## config.mk

```make
export PLATFORM = sky130hd
export DESIGN_NAME = quantize_stream
export DESIGN_NICKNAME = d
export VERILOG_FILES = /design/src/rtl/quantize_stream.sv
export SDC_FILE = /design/constraint.sdc
export NUM_CORES = 2
export LEC_CHECK = 0
export ABC_CLOCK_PERIOD_IN_PS = 7100
export CORE_UTILIZATION = 30
export CTS_BUF_LIST = sky130_fd_sc_hd__clkbuf_8
export CTS_CLUSTER_SIZE = 20
export DETAILED_ROUTE_END_ITERATION = 6
export DONT_BUFFER_PORTS = 1
export GPL_TIMING_DRIVEN = 0
export PLACE_DENSITY = 0.51
export SYNTH_ARGS = -nofsm -noshare
export SYNTH_HDL_FRONTEND = slang
export SYNTH_SLANG_ARGS = --single-unit
```

## constraint.sdc

```tcl
create_clock -name clk -period 7.1 [get_ports clk]
set_clock_uncertainty 0.2 [all_clocks]
set_input_delay 0.71 -clock clk [delete_from_list [all_inputs] [get_ports clk]]
set_output_delay 0.71 -clock clk [all_outputs]
set_load 0.1 [all_outputs]
```

## src/rtl/quantize_stream.sv

```systemverilog
// Streaming int8 quantizer: out = sat(round(|x| * S / 2^FRAC_BITS)) with sign.
// Define QUANT_ROUND_EN for round-half-up on magnitude; otherwise truncation.
module quantize_stream #(
    parameter int DATA_W    = 32,
    parameter int FRAC_BITS = 24,
    parameter int QMAX      = 127
) (
    input  logic              clk,
    input  logic              reset,
    input  logic              scale_ready,
    input  logic [31:0]       reciprocal_scale,
    input  logic              in_valid,
    input  logic [DATA_W-1:0] in_data,
    input  logic              in_last,
    output logic              in_ready,
    output logic              out_valid,
    output logic [7:0]        out_data,
    output logic              out_last,
    input  logic              out_ready,
    output logic              busy,
    output logic              done
);

    typedef enum logic [1:0] {IDLE, RUN, DRAIN} state_t;

`ifdef QUANT_ROUND_EN
    localparam logic [63:0] RND = 64'(1) << (FRAC_BITS - 1);
`else
    localparam logic [63:0] RND = '0;
`endif

    state_t state, state_next;

    logic [31:0]     scale_reg;
    logic            s1_valid;
    logic            s1_neg;
    logic            s1_last;
    logic [63:0]     s1_prod;

    logic            advance;
    logic            in_fire;
    logic            out_fire;
    logic            in_neg;
    logic [DATA_W:0] in_abs;
    logic [63:0]     rounded;
    logic [63:0]     mag;
    logic [7:0]      q_mag;
    logic [7:0]      q_val;

    assign advance  = !out_valid || out_ready;
    assign in_ready = (state == RUN) && advance;
    assign in_fire  = in_valid && in_ready;
    assign out_fire = out_valid && out_ready;
    assign busy     = (state != IDLE);

    // 33-bit magnitude so that the most negative input is representable
    assign in_neg = in_data[DATA_W-1];
    assign in_abs = in_neg ? ({1'b0, ~in_data} + (DATA_W+1)'(1))
                           : {1'b0, in_data};

    assign rounded = s1_prod + RND;
    assign mag     = rounded >> FRAC_BITS;
    assign q_mag   = (mag > 64'(QMAX)) ? 8'(QMAX) : mag[7:0];
    assign q_val   = s1_neg ? (8'd0 - q_mag) : q_mag;

    always_comb begin
        state_next = state;
        unique case (state)
            IDLE:    if (scale_ready) state_next = RUN;
            RUN:     if (in_fire && in_last) state_next = DRAIN;
            DRAIN:   if (out_fire && out_last) state_next = IDLE;
            default: state_next = IDLE;
        endcase
    end

    always_ff @(posedge clk or posedge reset) begin
        if (reset) begin
            state     <= IDLE;
            scale_reg <= '0;
            done      <= 1'b0;
        end else begin
            state <= state_next;
            done  <= (state == DRAIN) && out_fire && out_last;
            if (state == IDLE && scale_ready)
                scale_reg <= reciprocal_scale;
        end
    end

    always_ff @(posedge clk or posedge reset) begin
        if (reset) begin
            s1_valid  <= 1'b0;
            s1_neg    <= 1'b0;
            s1_last   <= 1'b0;
            s1_prod   <= '0;
            out_valid <= 1'b0;
            out_data  <= '0;
            out_last  <= 1'b0;
        end else if (advance) begin
            s1_valid  <= in_fire;
            s1_neg    <= in_neg;
            s1_last   <= in_last;
            s1_prod   <= 64'(in_abs) * 64'(scale_reg);
            out_valid <= s1_valid;
            out_data  <= q_val;
            out_last  <= s1_last;
        end
    end

endmodule

```

==> flow_results.org <==
** Critical path
- Critical Path Source Type :: input port
- In this design, the critical path's most frequently occurring cell is fa_1.
- The number of cells on the worst reg-to-reg path is 30.
- Crit path max-delay cell type :: fa_2
- For flop-to-flop paths, the worst setup slack is -2.25 ns.
- Capture instance of the worst register-to-register path :: s1_prod[59]
- The setup path with the least slack is of type input port to register.
- Critical path capture point type :: register
- Data arrives at the worst endpoint at 10.06 ns.
- Worst r2r src :: scale_reg[9]
- The number of buffers and inverters on the critical path is 7.
- For this run, the slowest stage of the critical path takes 0.63 ns.
- In this run the worst path has a maximum fanout of 7.
- The critical path starts at in_data[12].
- Cell type group with the largest total delay on the critical path :: adder cells
- WP data required :: 7.25 ns

** GRT
- The number of antenna violations at the first check in global routing came to 22.
- All-layer global routing usage :: 0.235
- Global-route wire length before repair :: 210000 um
- Total global routing overflow :: 0
- Pin count of the biggest net entering global routing :: 66
- The number of global-route vias before repair came to 30200.

** Layout
- The layout has 12800 filler cells.
- At the end of the flow, the number of nets in the layout was 5349.
- Area taken by flip-flops and latches :: 2200 um^2
- Multi-input combinational cell area :: 32600 um^2
- Synth-to-layout area growth :: 13.7%
- Final instance area :: 42300 um^2
- Share of final-layout standard cells stronger than drive strength 1 :: 0.106
- The register with the most flip-flops in the layout has 40 of them.

** Drt
- After detailed routing, the number of vias per cell comes to 4.90.
- The final route contains 28100 vias.
- In the routed design, unresolved DRC markers number 0.
- TritonRoute pass-1 iters :: 5
- In this run, the number of DRC markers left after iteration 0 of detailed routing was 2026.
- In the final routed layout, each cell accounts on average for 25.2 um.
- Wires add up to 145000 um.
- In this run the remaining antenna-violating nets after routing total 0.

** Logic synthesis
- Post-synth EDFFs :: 0
- The share of synthesized area in the top cell type comes to 0.498.
- Post-synthesis xor/xnor area fraction :: 0.0170
- Synthesized area per cell :: 9.32 um^2
- The share of the synthesized area in compound gates (AO/OA/AOI/OAI) came to 0.0414.
- The share of the Yosys chip area taken by registers is 0.0592.
- Of all flip-flops after synthesis, the portion carrying an async set or reset was 1.00.
- After technology mapping, the gate count stands at 3987.
- Simple-gate area share of the yosys netlist :: 0.177
- After synthesis, the netlist uses 65 different library cells.
- In this run, synthesis produced a sequential element count of 88.
- Largest family of logic cells by synthesized area :: adder cells
- Dominant cell by count in the synthesized netlist :: fa_1
- For this run, the leading register cell type out of synthesis is dfrtp_1.
- Commonest cells in the netlist :: fa_1 (924), inv_1 (874), and2_1 (595)
- The largest total area in the synthesized netlist belongs to fa_1.
- Yosys printed 0 warnings.
- Summed instance area of the synthesized netlist :: 37200 um^2
- Synth area leaders :: fa_1 (50%), and2_1 (10%), inv_1 (8.8%), ha_1 (8.7%), dfrtp_1 (5.9%)
- Of the total synthesized cell area, the portion taken by full adders, half adders and majority gates is 0.584.
- Measured against the total synthesized area, the mux share comes to 0.0103.

** Floorplanning
- The die is 354 um tall.
- Area of the placeable core :: 122000 um^2
- Die footprint :: 125000 um^2
- Row generation in the floorplan step produced 128 rows.
- Starting density of the core :: 0.304
- X dimension of the die :: 354 um
- In this run the count of I/O pins placed on the die edge is 83.

** Timing
- Period minus WS final :: 9.91 ns
- The final hold violation count came to 0.
- Final setup violation count :: 40
- Static timing analysis puts the maximum clock frequency at 101 MHz.
- Slew at the pin closest to its max-slew limit :: 1.25 ns
- Final period utilization :: 1.40
- The final-report max-slew violation count came to 0.
- Slew Limit Headroom :: 0.164
- After layout, the worst setup slack is -2.81 ns.
- RSZ-0062 raised after global routing :: true

** Status
- The flow ran to the end, but the final reports show violations.
- Violated checks :: setup timing

** Clock tree
- CTS built an H-tree with a depth of 3.
- TritonCTS created 9 clock buffers.
- The clock net in this run drives a total of 88 sinks.
- Buffer depth of the longest clock path :: 2
- Clock-pin slew was measured on the worst setup and hold paths at 0.21 ns.
- Buffer cell driving the clock tree root :: clkbuf_8
- TritonCTS built the clock tree.
- Worst skew pair latency :: 0.53 ns

** Placement
- RD Place Congestion :: 0.999
- In this run the tool buffered the top-level ports with 0 buffer cells.
- Summing all placed instances gives a cell area of 39800 um^2.
- Detailed placement ended at an HPWL of 121000 um.

** Hold path
- In this run the most critical hold path is launched from reciprocal_scale[30].
- WHS Endpoint :: scale_reg[30]
- Hold Crit Class :: input port to register
- Along the worst hold path, the cell count comes to 1.

** Job
- Max-capacitance violation count :: 0
## cell families after synthesis
family	count (synthesis)
buffers and inverters	1099
xor gates and xnor gates	72
and+or+nand+nor	1273
muxes	34
AOI/OAI and AO/OA	238
adders and majority gates	1181
other	2
DFF	88
## how the worst max path moves through the flow
stage,slack [ns],cells after the start,to
after floorplan,-2.37,31,s1_prod[52]
final,-2.81,34,s1_prod[59]
after global routing,-2.98,32,s1_prod[59]
after CTS,-2.75,34,s1_prod[60]
after global placement,-6.01,30,s1_prod[52]
after detailed placement,-5.55,29,s1_prod[58]
## metrics by stage
step	utilization	worst slack (ns)	setup TNS (ns)	std cells	hold WS, ns
floorplan	-	-2.37	-73.77	4016	0.235
global placement	0.325	-6.01	-204.52	5641	0.255
detailed placement	0.326	-5.55	-201.78	5645	0.258
CTS	0.339	-2.75	-94.17	5707	0.0753
global route	0.345	-2.98	-101.63	5729	0.0972
finish	0.345	-2.81	-94.34	5741	0.108
## layer usage
layer  vias up  GRT usage  share of wire  wire, um
li1      11900          -              -         -
met3       266     0.0682           0.10     15000
met4        16     0.0917          0.047      6750
met1     14800      0.301           0.39     57100
met2      1187      0.374           0.45     65800
met5         -          0        0.00077       112
## layout make-up
cell class | count | share of cell area
tap | 1625 | 0.0481
timing repair buffer | 74 | 0.0163
inverter | 874 | 0.0778
clock buffer | 9 | 0.00293
sequential | 88 | 0.0521
antenna | 13 | 0.000770
multi-input combinational | 2829 | 0.771
buffer | 222 | 0.0294
clock inverter | 7 | 0.00172
## what timing repair did
item                                    4_1_cts  5_1_grt
hold endpoints to repair                     23        0
hold buffers                                  1        0
buffers inserted                             46       23
resized for setup                           256      132
endpoints found under the setup margin       40       40
pin swaps                                    66       72
## cell usage in the layout, fill, tap and decap left out, types with 14 or more instances in the layout
master / instances
dfrtp_1: 88
nand2_1: 493
buf_6: 14
clkbuf_2: 34
nor2_1: 67
o21ai_0: 22
a21o_1: 37
ha_1: 233
ha_4: 22
a21oi_1: 54
mux2_2: 31
and2_1: 584
fa_2: 39
inv_1: 864
buf_4: 63
conb_1: 31
fa_1: 885
clkbuf_1: 137
a21oi_2: 19
xnor2_1: 21
clkbuf_4: 18
xnor2_2: 19
clkbuf_8: 23
Power is not shown: default switching activity piles up to over one toggle a cycle in this logic, so the estimate is an artifact.
